### config.mk
export PLATFORM = sky130hd
export DESIGN_NAME = vga_console_ctrl
export DESIGN_NICKNAME = d
export VERILOG_FILES = /design/src/rtl/vga_console_pkg.sv /design/src/rtl/vga_cursor.sv /design/src/rtl/vga_console_ctrl.sv
export SDC_FILE = /design/constraint.sdc
export NUM_CORES = 1
export LEC_CHECK = 0
export CAP_MARGIN = 20
export CORE_AREA = 2 2 96 98
export CTS_BUF_LIST = sky130_fd_sc_hd__clkbuf_16
export CTS_CLUSTER_DIAMETER = 60
export DETAILED_ROUTE_END_ITERATION = 16
export DIE_AREA = 0 0 98 100
export PLACE_DENSITY_LB_ADDON = 0.1
export SLEW_MARGIN = 5
export SYNTH_ARGS = -nofsm -noshare
export SYNTH_HDL_FRONTEND = slang
export SYNTH_SLANG_ARGS = --single-unit
### constraint.sdc
create_clock -name clk -period 2.35 [get_ports clk]
set_clock_uncertainty 0.1 [all_clocks]
set_input_delay 0.47 -clock clk [delete_from_list [all_inputs] [get_ports clk]]
set_output_delay 0.47 -clock clk [all_outputs]
set_load 0.005 [all_outputs]
### src/rtl/vga_console_pkg.sv
// rtl/vga_console_pkg.sv - shared opcodes, state encoding and defaults for the text console
package vga_console_pkg;

    localparam int COLS_DEFAULT = 80;
    localparam int ROWS_DEFAULT = 30;

    localparam logic [7:0] BLANK_CHAR = 8'h20;
    localparam logic [7:0] CHAR_LF    = 8'h0A;
    localparam logic [7:0] CHAR_CR    = 8'h0D;

    localparam logic [1:0] OP_PUTC   = 2'b00;
    localparam logic [1:0] OP_CLEAR  = 2'b01;
    localparam logic [1:0] OP_SCROLL = 2'b10;
    localparam logic [1:0] OP_SETPOS = 2'b11;

    typedef enum logic [2:0] {
        IDLE,
        PUT,
        CLR,
        SCR_RD,
        SCR_WR,
        SCR_FILL
    } state_t;

    function automatic logic [31:0] blank_word(input logic [7:0] attr);
        return {attr, BLANK_CHAR, attr, BLANK_CHAR};
    endfunction

endpackage

### src/rtl/vga_cursor.sv
// rtl/vga_cursor.sv - cursor row/col counter with wrap, clamp and scroll request
module vga_cursor
    import vga_console_pkg::*;
#(
    parameter int COLS = COLS_DEFAULT,
    parameter int ROWS = ROWS_DEFAULT
) (
    input  logic       clk,
    input  logic       reset,
    input  logic       set_pos,
    input  logic [4:0] set_row,
    input  logic [6:0] set_col,
    input  logic       home,
    input  logic       advance,
    input  logic       newline,
    input  logic       carriage,
    output logic [4:0] row,
    output logic [6:0] col,
    output logic       scroll_req
);

    localparam logic [4:0] LAST_ROW = 5'(ROWS - 1);
    localparam logic [6:0] LAST_COL = 7'(COLS - 1);

    logic row_step;

    assign row_step   = newline || (advance && (col == LAST_COL));
    // The row pins at the bottom line; the controller scrolls the screen instead.
    assign scroll_req = row_step && (row == LAST_ROW);

    always_ff @(posedge clk or posedge reset) begin
        if (reset) begin
            row <= '0;
            col <= '0;
        end else if (home) begin
            row <= '0;
            col <= '0;
        end else if (set_pos) begin
            row <= (set_row > LAST_ROW) ? LAST_ROW : set_row;
            col <= (set_col > LAST_COL) ? LAST_COL : set_col;
        end else begin
            if (newline || carriage || (advance && (col == LAST_COL)))
                col <= '0;
            else if (advance)
                col <= col + 7'd1;
            if (row_step && (row != LAST_ROW))
                row <= row + 5'd1;
        end
    end

endmodule

### src/rtl/vga_console_ctrl.sv
// rtl/vga_console_ctrl.sv - text console command FSM driving a two-symbols-per-word VGA RAM
module vga_console_ctrl
    import vga_console_pkg::*;
#(
    parameter int         COLS       = COLS_DEFAULT,
    parameter int         ROWS       = ROWS_DEFAULT,
    parameter logic [7:0] CLEAR_ATTR = 8'h0F
) (
    input  logic        clk,
    input  logic        reset,
    input  logic        cmd_valid,
    output logic        cmd_ready,
    input  logic [1:0]  cmd_op,
    input  logic [15:0] cmd_data,
    output logic [10:0] vram_addr,
    input  logic [31:0] vram_rdata,
    output logic [31:0] vram_wdata,
    output logic [3:0]  vram_be,
    output logic [4:0]  cursor_row,
    output logic [6:0]  cursor_col,
    output logic        busy
);

    localparam logic [10:0] HALF_W    = 11'(COLS / 2);
    localparam logic [10:0] LAST_WORD = 11'(ROWS * (COLS / 2) - 1);
    localparam logic [10:0] LAST_COPY = 11'((ROWS - 1) * (COLS / 2) - 1);

    state_t      state;
    logic [10:0] cnt;
    logic [15:0] sym;
    logic        accept;
    logic        in_put;
    logic        is_lf;
    logic        is_cr;
    logic        scroll_req;
    logic [10:0] row_base;

    assign accept    = cmd_valid && (state == IDLE);
    assign cmd_ready = (state == IDLE);
    assign busy      = (state != IDLE);
    assign in_put    = (state == PUT);
    assign is_lf     = (sym[7:0] == CHAR_LF);
    assign is_cr     = (sym[7:0] == CHAR_CR);
    assign row_base  = 11'(cursor_row) * HALF_W;

    vga_cursor #(
        .COLS(COLS),
        .ROWS(ROWS)
    ) u_cursor (
        .clk       (clk),
        .reset     (reset),
        .set_pos   (accept && (cmd_op == OP_SETPOS)),
        .set_row   (cmd_data[12:8]),
        .set_col   (cmd_data[6:0]),
        .home      ((state == CLR) && (cnt == LAST_WORD)),
        .advance   (in_put && !is_lf && !is_cr),
        .newline   (in_put && is_lf),
        .carriage  (in_put && is_cr),
        .row       (cursor_row),
        .col       (cursor_col),
        .scroll_req(scroll_req)
    );

    always_ff @(posedge clk or posedge reset) begin
        if (reset) begin
            state <= IDLE;
            cnt   <= '0;
            sym   <= '0;
        end else begin
            case (state)
                IDLE: begin
                    cnt <= '0;
                    if (cmd_valid) begin
                        case (cmd_op)
                            OP_PUTC: begin
                                sym   <= cmd_data;
                                state <= PUT;
                            end
                            OP_CLEAR:  state <= CLR;
                            OP_SCROLL: state <= SCR_RD;
                            default:   state <= IDLE;
                        endcase
                    end
                end
                PUT: state <= scroll_req ? SCR_RD : IDLE;
                CLR: begin
                    if (cnt == LAST_WORD)
                        state <= IDLE;
                    else
                        cnt <= cnt + 11'd1;
                end
                SCR_RD: state <= SCR_WR;
                SCR_WR: begin
                    // The counter runs straight on into the last row for the fill pass.
                    cnt   <= cnt + 11'd1;
                    state <= (cnt == LAST_COPY) ? SCR_FILL : SCR_RD;
                end
                SCR_FILL: begin
                    if (cnt == LAST_WORD)
                        state <= IDLE;
                    else
                        cnt <= cnt + 11'd1;
                end
                default: state <= IDLE;
            endcase
        end
    end

    always_comb begin
        vram_addr  = '0;
        vram_wdata = '0;
        vram_be    = '0;
        case (state)
            PUT: begin
                vram_addr  = row_base + {5'b0, cursor_col[6:1]};
                vram_wdata = {sym, sym};
                if (!is_lf && !is_cr)
                    vram_be = cursor_col[0] ? 4'b0011 : 4'b1100;
            end
            CLR, SCR_FILL: begin
                vram_addr  = cnt;
                vram_wdata = blank_word(CLEAR_ATTR);
                vram_be    = 4'hF;
            end
            SCR_RD: vram_addr = cnt + HALF_W;
            SCR_WR: begin
                vram_addr  = cnt;
                vram_wdata = vram_rdata;
                vram_be    = 4'hF;
            end
            default: ;
        endcase
    end

endmodule

==> metrics.csv, run 1 <==
metric,value,unit
Seq pwr share,41.5,%
row cnt,35,
Startpoint Class,register,
Area Growth Syn to Fin,67.7,%
Routed WL per cell,18.1,um
initial antenna violation count,0,
FMAX,333,MHz
Syn Area/Cell,8.39,sq um
clock power share,46.1,%
outcome,finished with violations,
critical path type,reg2out,
Comb pwr share,12.4,%
"Top FF cell, synth",dfrtp_1,
final layout net count,710,
DRC Markers,0,
1st-pass router iterations,5,
Starting Density,41.1,%
switching pwr,390,uW
I/O Buffers,113,
CTS buffer count,5,
total grt overflow,0,
"Arr. time, crit path",2.43,ns
DRT Wirelength,13600,um
worst-case clock buffer depth,2,
Netlist Area Pre-Place,3650,sq um
Core Area,8890,sq um
Worst Tran Pin Value,0.596,ns
static leakage,0.00287,uW
Clock Pin Slew Worst Setup and Hold Paths,0.07,ns
RSZ-0062 raised after global routing,yes,
Die Ht,100,um
GRT Resource Usage Total,26.3,%
final std cells w/o fill,749,
syn nets,508,
Final Slew Violations,0,
placed wire-length estimate,9030,um
CP Max Fanout,2,
CTS sink cnt,42,
Antenna Cells,0,
YS warnings,0,
Clock Tree Root,clkbuf_16,
"antenna viol nets, final",0,
Critical Path RT,1.78,ns
H-tree lvl count,2,
minimum clock period,3.00,ns
via count,4202,
P_int,1360,uW
total power,1750,uW
global-route wire length before repair,20800,um
die width,98,um
post-synthesis sequential area ratio,28.8,%
Final Cycle Share,128,%
"EDFF count, synth",0,
Post-Syn Instances,435,
CTS tree,yes,
vias per cell,5.61,
layout filler cell count,670,
layout cells sized above 1,35.7,%
vias in the first global route,4154,
Max transition margin,60.3,%
Synth Register Bits,42,
pwr dens,286,nW/um^2
Hold Buf Count CTS,0,
reg2reg setup slack,0.05,ns
"crit path setup slack, layout",-0.655,ns
failing checks,negative setup slack,
Sw Ratio,22.3,%
Final Hold Viols,0,
Hold Crit Class,reg2reg,
Worst VDD drop,0.251,mV
worst-skew pair later-pin latency,0.29,ns
Inst Count DP,697,
Async SR Flop Fraction,100,%
CP endpoint kind,output port,
Place WS,-0.712,ns
Final Wtd Congestion,0.916,
Hold WS,0.448,ns
"Distinct cells, synth",57,
final setup violation count,9,
# IOs,114,
Die ar.,9800,sq um
largest net degree at the start of global routing,43,
# Max-Cap Violations,0,
iteration-0 DRC count of the detailed router,205,
-- cell usage in the layout, fill, tap and decap left out, drive strengths merged, types with 2 or more instances in the layout --
cell type / instances
fa: 2
o21ai: 46
a22o: 22
mux2i: 5
mux2: 16
clkbuf: 28
bufbuf: 3
inv: 16
clkdlybuf4s50: 64
a32oi: 7
o311ai: 2
a31oi: 9
or2: 2
o21a: 10
dfrtp: 42
xor2: 12
nor3: 5
nor3b: 4
buf: 131
nor2: 32
or3: 2
ha: 18
nand2b: 9
dlygate4sd2: 5
o211ai: 6
a221o: 2
and3: 7
clkdlybuf4s15: 2
o31ai: 2
a21oi: 34
a22oi: 4
a21o: 3
nor4: 3
xnor2: 7
nand2: 31
nor2b: 8
nand3: 20
-- routing by layer --
metal	up-vias	part of all wire, %	GRT usage, %
met3	21	5.5	3.62
li1	1993	-	-
met1	2039	40	32.2
met2	149	53	47.6
met5	-	0	0
met4	0	1.9	9.08
-- worst max-delay path, stage by stage (launching register included) --
cell and delay (ns):
dfrtp_1 0.39, ha_1 0.29, ha_2 0.18, inv_2 0.04, fa_2 0.54, nand2b_4 0.14
nor2_4 0.04, nand3b_1 0.09, a21oi_2 0.05, a221o_1 0.26, buf_2 0.13
-- sequential cells by signal, summed over array words and instances (netlist names) --
register	flops
sym	16
u_cursor.row	5
state	3
u_cursor.col	7
cnt	11
-- cell type report --
type	count	area, sq um	area share, %
timing repair buffer	228	2090	34.1
clock buffer	5	125	2.04
multi-input combinational	345	2620	42.7
inverter	15	58.8	0.961
sequential	42	1050	17.2
clock inverter	3	41.3	0.675
tap	111	139	2.27
-- what timing repair did --
item	CTS	global route
cloned	7	2
setup endpoints to repair	49	65
pin swaps	21	24
buffers inserted	24	16
resized for setup	168	82
-- cell families (layout without fill, tap and decap cells) --
| kind of cell | count (synthesis) | count (layout) | share of synthesized area, % |
|---|---|---|---|
| and+or+nand+nor | 130 | 130 | 18.4 |
| xor gates and xnor gates | 19 | 19 | 4.56 |
| adders and majority gates | 21 | 21 | 7.54 |
| DFF | 42 | 42 | 28.8 |
| AOI/OAI and AO/OA | 154 | 154 | 27.8 |
| buffers and inverters | 48 | 251 | 6.51 |
| muxes | 21 | 21 | 6.31 |
-- cell usage after synthesis, types with 2 or more instances --
cell / number / area [sq um]
o211ai_1: 6 / 45.0
a31oi_1: 9 / 56.3
a22o_1: 22 / 193
nor3b_1: 4 / 30.0
a32oi_1: 7 / 61.3
nor3_1: 5 / 25.0
buf_4: 4 / 30.0
xnor2_1: 7 / 61.3
a221o_1: 2 / 20.0
inv_1: 15 / 56.3
dfrtp_1: 42 / 1050
nand2b_1: 9 / 56.3
nand2_1: 31 / 116
nor2b_1: 8 / 50.1
a22oi_1: 4 / 30.0
o21a_1: 10 / 75.1
mux2i_1: 5 / 50.1
nor4_1: 2 / 12.5
fa_1: 2 / 40.0
nor2_1: 31 / 116
buf_1: 3 / 11.3
or3_1: 2 / 12.5
buf_6: 3 / 33.8
o21ai_0: 46 / 230
nand3_1: 19 / 95.1
xor2_1: 12 / 105
a21o_1: 3 / 22.5
buf_2: 3 / 15.0
mux2_2: 16 / 180
ha_1: 18 / 225
clkbuf_1: 19 / 71.3
a21oi_1: 34 / 170
o31ai_1: 2 / 15.0
and3_1: 7 / 43.8
-- per-stage QoR --
stage	utilization [%]	area (sq um)	setup TNS (ns)
final	68.9	6120	-3.45
after global routing	68.9	6120	-4.38
after CTS	66.8	5940	-4.39
after detailed placement	60.0	5330	-4.33
after global placement	60.0	5330	-4.02
after floorplan	-	3660	-0.647
-- worst paths after layout --
kind                                  from  depth (start not counted)       endpoint
setup reg to reg                  state[2]                          9        sym[13]
min in group asynchronous            reset                          3        sym[15]
max in group asynchronous            reset                          3       state[2]
hold reg to reg                    sym[10]                          1        sym[10]
hold / removal                     sym[10]                          1        sym[10]
setup / recovery           u_cursor.row[3]                         10  vram_addr[10]
-- power groups by stage --
stage | registers [uW] | logic (uW) | clock network, uW
after floorplan | 740 | 64.4 | 0
after global placement | 739 | 240 | 0
after detailed placement | 739 | 241 | 0
after CTS | 725 | 226 | 802
after global routing | 725 | 237 | 838
final | 726 | 217 | 805
Power figures use the tool's default switching activity.
==> run 2, diff against run 1 <==
==> constraint.sdc (replaced) <==
create_clock -name clk -period 2.35 [get_ports clk]
set_clock_uncertainty 0.1 [all_clocks]
set_input_delay 0.47 -clock clk [delete_from_list [all_inputs] [get_ports clk]]
set_output_delay 0.47 -clock clk [all_outputs]
set_load 0.01 [all_outputs]
==> metrics.csv, run 2 (synthesized netlist as in run 1, its figures left out) <==
metric,value,unit,change
Hold Buf Count CTS,0,,unchanged
"antenna viol nets, final",0,,unchanged
CTS sink cnt,42,,unchanged
outcome,finished with violations,,unchanged
via count,4038,,was 4202
layout filler cell count,751,,was 670
final setup violation count,9,,unchanged
Final Slew Violations,0,,unchanged
clock power share,42.1,%,was 46.1%
Starting Density,41.1,%,unchanged
row cnt,35,,unchanged
CTS buffer count,5,,unchanged
final layout net count,684,,was 710
largest net degree at the start of global routing,43,,unchanged
failing checks,negative setup slack,,unchanged
vias per cell,5.59,,was 5.61
worst-case clock buffer depth,2,,unchanged
iteration-0 DRC count of the detailed router,106,,was 205
CP Max Fanout,3,,was 2
Die ar.,9800,sq um,unchanged
Comb pwr share,14.1,%,was 12.4%
pwr dens,290,nW/um^2,was 286 nW/um^2
Worst VDD drop,0.236,mV,was 0.251 mV
Final Hold Viols,0,,unchanged
static leakage,0.00263,uW,was 0.00287 uW
initial antenna violation count,0,,unchanged
Startpoint Class,register,,unchanged
"Arr. time, crit path",2.40,ns,was 2.43 ns
Worst Tran Pin Value,0.488,ns,was 0.596 ns
hold path startpoint,sym[10],,unchanged
highest-count cells in the layout ignoring fill and taps,"buf_4, clkdlybuf4s50_1, o21ai_0, dfrtp_1, a21oi_1",,"was buf_4, clkdlybuf4s50_1, dfrtp_1"
FMAX,336,MHz,was 333 MHz
CP Launch Point,u_cursor.row[2],,was u_cursor.row[3]
# Max-Cap Violations,0,,unchanged
critical path type,reg2out,,unchanged
Largest register FFs,16,,unchanged
Hold Crit Class,reg2reg,,unchanged
Critical Path RT,1.78,ns,about the same
I/O Buffers,113,,unchanged
Largest Register,sym,,unchanged
Final Cycle Share,127,%,was 128%
fin util,64.4,%,was 68.9%
Area Growth Syn to Fin,56.8,%,was 67.7%
Regs by FF count,"sym x16, cnt x11, u_cursor.col x7",,unchanged
"commonest non-fill, non-tap cell in the layout",buf_4,,unchanged
footprint of the multi-input gates,2580,sq um,was 2620 sq um
CP endpoint kind,output port,,unchanged
layout cells sized above 1,32.2,%,was 35.7%
Post-Route Setup TNS,-3.22,ns,was -3.45 ns
"crit path setup slack, layout",-0.623,ns,was -0.655 ns
total power,1660,uW,was 1750 uW
Routed WL per cell,17.4,um,was 18.1 um
Final Wtd Congestion,0.850,,was 0.916
Die Ht,100,um,unchanged
RR Startpoint,cnt[4],,was state[2]
Reg area,1060,sq um,was 1050 sq um
worst-skew pair later-pin latency,0.29,ns,about the same
total grt overflow,0,,unchanged
DRT Wirelength,12600,um,was 13600 um
vias in the first global route,4149,,was 4154
1st-pass router iterations,6,,was 5
GRT Resource Usage Total,25.4,%,was 26.3%
Clock Tree Root,clkbuf_16,,unchanged
switching pwr,400,uW,was 390 uW
# IOs,114,,unchanged
Sw Ratio,24.2,%,was 22.3%
placed wire-length estimate,9490,um,was 9030 um
die width,98,um,unchanged
CTS tree,yes,,unchanged
Core Area,8890,sq um,unchanged
Seq pwr share,43.7,%,was 41.5%
minimum clock period,2.97,ns,was 3.00 ns
RSZ-0062 raised after global routing,yes,,unchanged
Max transition margin,67.2,%,was 60.3%
Clock Pin Slew Worst Setup and Hold Paths,0.07,ns,about the same
DRC Markers,0,,unchanged
H-tree lvl count,2,,unchanged
global-route wire length before repair,20200,um,was 20800 um
Antenna Cells,0,,unchanged
P_int,1260,uW,was 1360 uW
## run 2: cell types whose count changed in the layout (fill, tap and decap cells not counted), moves of 4 or more
cell and change:
buf_12 -4, buf_2 -10, buf_4 -10, buf_6 -7, clkbuf_2 +6, clkdlybuf4s15_1 +5
ha_4 +4, mux2_2 +10, mux2_4 -10
## run 2: cell type report
class | instances | area share (%)
clock buffer | 5 | 2.19
tap | 111 | 2.43
sequential | 42 | 18.5
timing repair buffer | 202 | 30.5
inverter | 15 | 0.984
multi-input combinational | 345 | 45.1
clock inverter | 3 | 0.350
## run 2: path summary, 6_finish.rpt
path | to | slack [ns] | cells past startpoint
setup / recovery | vram_addr[10] | -0.62 | 9
hold / removal | sym[10] | 0.45 | 1
setup reg to reg | cnt[9] | 0.13 | 6
hold reg to reg | sym[10] | 0.45 | 1
max in group asynchronous | state[1] | 1.45 | 3
min in group asynchronous | sym[8] | 0.46 | 3
## run 2: what timing repair did
| action | CTS | global route |
|---|---|---|
| setup endpoints to repair | 49 | 50 |
| setup buffers | 9 | 1 |
| gates resized for setup | 111 | 85 |
| pin swaps | 14 | 13 |
| cloned | 2 | 0 |
## run 2: worst max-delay path, stage by stage (launching register included)
cell and delay, ns:
dfrtp_1 0.46, ha_4 0.30, inv_1 0.05, fa_2 0.57, nand2b_4 0.13, nor2_2 0.04, nand3b_1 0.08, a21oi_1 0.06
a221o_1 0.27, buf_2 0.14
## run 2: metal layers
layer	up-vias	GRT usage (%)	share of wire, %
li1	1941	-	-
met1	1936	29.1	40
met2	140	46.4	51
met3	21	6.27	6.1
met4	0	8.23	2.4
met5	-	0	0
## run 2: stage by stage
stage	hold WS (ns)	worst slack, ns	std cells	cell area (sq um)
after floorplan	0.404	-0.240	435	3700
after global placement	0.422	-0.666	703	5420
after detailed placement	0.431	-0.706	703	5420
after CTS	0.446	-0.615	722	5700
after global routing	0.481	-0.681	723	5720
final	0.445	-0.623	723	5720
## run 2: power by group through the flow
stage	clock, uW	sequential, uW	combinational [uW]
floorplan	0	740	76.0
global placement	0	739	255
detailed placement	0	739	257
CTS	708	725	238
global route	737	725	252
finish	699	725	234
==> run 3, diff against run 2 <==
Settings changed: ABC_AREA set to 1, CORE_AREA 2 2 96 98 to 2 2 94 96, DIE_AREA 0 0 98 100 to 0 0 96 98.
==> metrics.csv, run 3 <==
metric,value,unit,change
worst-case clock buffer depth,2,,unchanged
leading area contributor after synthesis,dfrtp_1,,unchanged
Netlist Area Pre-Place,3530,sq um,was 3650 sq um
Reg-to-Reg End,u_cursor.row[1],,was cnt[9]
Clock Pin Slew Worst Setup and Hold Paths,0.06,ns,was 0.07 ns
Worst VDD drop,0.507,mV,was 0.236 mV
Die Ht,98,um,was 100 um
post-synthesis simple-gate area fraction,31.7,%,was 18.4%
"crit path setup slack, layout",-0.603,ns,was -0.623 ns
worst-skew pair later-pin latency,0.28,ns,was 0.29 ns
Worst Tran Pin Value,0.571,ns,was 0.488 ns
Reg area,1060,sq um,about the same
Seq pwr share,19.7,%,was 43.7%
Final Hold Viols,0,,unchanged
"Arr. time, crit path",2.38,ns,was 2.40 ns
via count,4091,,was 4038
I/O Buffers,113,,unchanged
Clock Tree Root,clkbuf_16,,unchanged
WHS Path Cells,1,,unchanged
RR Startpoint,state[2],,was cnt[4]
CTS tree,yes,,unchanged
total grt overflow,0,,unchanged
hold path startpoint,sym[10],,unchanged
Die ar.,9410,sq um,was 9800 sq um
Sw Ratio,46.1,%,was 24.2%
CTS sink cnt,42,,unchanged
static leakage,0.00270,uW,was 0.00263 uW
1st-pass router iterations,5,,was 6
Routed WL per cell,14.0,um,was 17.4 um
die width,96,um,was 98 um
Largest register FFs,16,,unchanged
worst r2r path cells,13,,was 6
P_int,3400,uW,was 1260 uW
"antenna viol nets, final",0,,unchanged
dominant cells by area after synthesis,"dfrtp_1, nand2_1, o21ai_0",,"was dfrtp_1, o21ai_0, ha_1"
global-route wire length before repair,18700,um,was 20200 um
Post-Syn Instances,526,,was 435
final setup violation count,6,,was 9
post-synthesis xor/xnor area fraction,3.48,%,was 4.56%
GRT Resource Usage Total,25.0,%,was 25.4%
pwr dens,1130,nW/um^2,was 290 nW/um^2
Max transition margin,61.9,%,was 67.2%
Async SR Flop Fraction,100,%,unchanged
"EDFF count, synth",0,,unchanged
minimum clock period,2.95,ns,was 2.97 ns
placed wire-length estimate,8480,um,was 9490 um
H-tree lvl count,2,,unchanged
Area Growth Syn to Fin,57.8,%,was 56.8%
adder-cell share of the synthesized area,7.52,%,was 7.54%
final layout net count,771,,was 684
"Top FF cell, synth",dfrtp_1,,unchanged
synth cell count leaders,"nand2_1, inv_1, o21ai_0",,"was o21ai_0, dfrtp_1, a21oi_1"
main combinational cell family by area after synthesis,simple AND/OR/NAND/NOR gates,,was compound AO/OA/AOI/OAI gates
total power,6300,uW,was 1660 uW
post-synthesis sequential area ratio,29.8,%,was 28.8%
Startpoint Class,register,,unchanged
vias in the first global route,4010,,was 4149
Synth Area in Compound Gates,16.1,%,was 27.8%
"Distinct cells, synth",40,,was 57
layout cells sized above 1,29.0,%,was 32.2%
Final Cycle Share,126,%,was 127%
CP Max Fanout,2,,was 3
vias per cell,5.07,,was 5.59
failing checks,negative setup slack,,unchanged
critical path type,reg2out,,unchanged
Yosys top cell area share,29.8,%,was 28.8%
largest net degree at the start of global routing,43,,unchanged
layout filler cell count,751,,unchanged
FMAX,339,MHz,was 336 MHz
Hold Crit Class,reg2reg,,unchanged
initial antenna violation count,0,,unchanged
Starting Density,41.6,%,was 41.1%
iteration-0 DRC count of the detailed router,256,,was 106
Comb pwr share,69.8,%,was 14.1%
# Max-Cap Violations,0,,unchanged
row cnt,34,,was 35
Hold WS,0.438,ns,was 0.445 ns
CP endpoint kind,output port,,unchanged
Critical Path RT,1.78,ns,about the same
switching pwr,2900,uW,was 400 uW
cell with the most instances after synthesis,nand2_1,,was o21ai_0
Largest Register,sym,,unchanged
clock power share,10.5,%,was 42.1%
"commonest non-fill, non-tap cell in the layout",nand2_1,,was buf_4
Final Slew Violations,0,,unchanged
RSZ-0062 raised after global routing,yes,,unchanged
reg2reg setup slack,0.26,ns,was 0.13 ns
mux share of post-synthesis cell area,0.958,%,was 6.31%
syn nets,599,,was 508
Syn Area/Cell,6.70,sq um,was 8.39 sq um
footprint of the multi-input gates,2400,sq um,was 2580 sq um
Synth Register Bits,42,,unchanged
Antenna Cells,0,,unchanged
worst min-delay path endpoint,sym[10],,unchanged
CTS buffer count,5,,unchanged
# IOs,114,,unchanged
Regs by FF count,"sym x16, cnt x11, u_cursor.col x7",,unchanged
YS warnings,0,,unchanged
highest-count cells in the layout ignoring fill and taps,"nand2_1, clkdlybuf4s50_1, inv_1",,"was buf_4, clkdlybuf4s50_1, o21ai_0, dfrtp_1, a21oi_1"
DRT Wirelength,11300,um,was 12600 um
outcome,finished with violations,,unchanged
DRC Markers,0,,unchanged
Final Wtd Congestion,0.852,,was 0.850
Core Area,8470,sq um,was 8890 sq um
==> run 3: power groups by stage <==
stage	Combinational [uW]	Clock, uW	Sequential, uW
2_1_floorplan	2080	0	1290
3_3_place_gp	3910	0	1200
3_5_place_dp	3990	0	1210
4_1_cts	4150	667	1210
5_1_grt	4830	693	1280
6_report	4400	661	1240
==> run 3: logic make-up after synthesis <==
family | after synthesis
AO/OA/AOI/OAI | 99
buffers and inverters | 85
flip-flops | 42
multiplexers | 3
AND/OR/NAND/NOR | 263
XOR/XNOR | 14
adder cells (fa/ha/maj) | 20
==> run 3: timing repair <==
item                                   4_1_cts  5_1_grt
hold buffers                                 0        0
endpoints found under the hold margin        0        0
pin swaps                                   12       11
buffers inserted                            13        8
gates cloned                                 1        0
setup endpoints to repair                   48       46
resized for setup                          130      126
==> run 3: how the worst max path moves through the flow <==
stage | start | endpoint | slack (ns) | depth (start not counted)
finish | u_cursor.row[3] | vram_addr[10] | -0.60 | 12
global route | u_cursor.row[3] | vram_addr[10] | -0.73 | 12
CTS | u_cursor.row[3] | vram_addr[10] | -0.61 | 12
detailed placement | u_cursor.row[3] | vram_addr[10] | -0.76 | 12
global placement | u_cursor.row[3] | vram_addr[10] | -0.71 | 12
floorplan | u_cursor.row[3] | vram_addr[10] | -0.23 | 11
==> run 3: layout make-up <==
type                            instances  area share, %
Multi-Input combinational cell        399           43.2
Inverter                               69           4.77
Timing Repair Buffer                  181           28.1
Tap cell                              108           2.43
Sequential cell                        42           19.1
Clock buffer                            5           2.25
Clock inverter                          3          0.225
==> run 3: per-layer routing <==
metal  up-vias  track usage [%]  wire, um
li1       2044                -         -
met1      1880             34.2      4990
met2       151             39.2      5390
met3        16             5.40       764
met4         0             7.69       182
met5         -                0         0
==> run 3: worst max-delay path, stage by stage, from the launching register on <==
cell and delay (ns):
dfrtp_2 0.42, ha_4 0.25, ha_4 0.15, inv_2 0.05, fa_2 0.45, nor2_2 0.12
nand4_1 0.13, a21oi_2 0.18, nand2_1 0.07, nand2_1 0.06, nand2_1 0.06, nand3_2 0.06
buf_6 0.10
==> run 3: through the flow <==
| step | cells | util, % | cell area (sq um) | worst slack (ns) | TNS (ns) |
|---|---|---|---|---|---|
| 6_report | 807 | 65.7 | 5560 | -0.603 | -2.48 |
| 5_1_grt | 807 | 65.7 | 5560 | -0.728 | -3.77 |
| 4_1_cts | 799 | 64.6 | 5470 | -0.614 | -2.79 |
| 3_5_place_dp | 777 | 61.1 | 5170 | -0.762 | -3.42 |
| 3_3_place_gp | 777 | 61.1 | 5170 | -0.710 | -3.09 |
| 2_1_floorplan | 526 | - | 3620 | -0.227 | -0.452 |
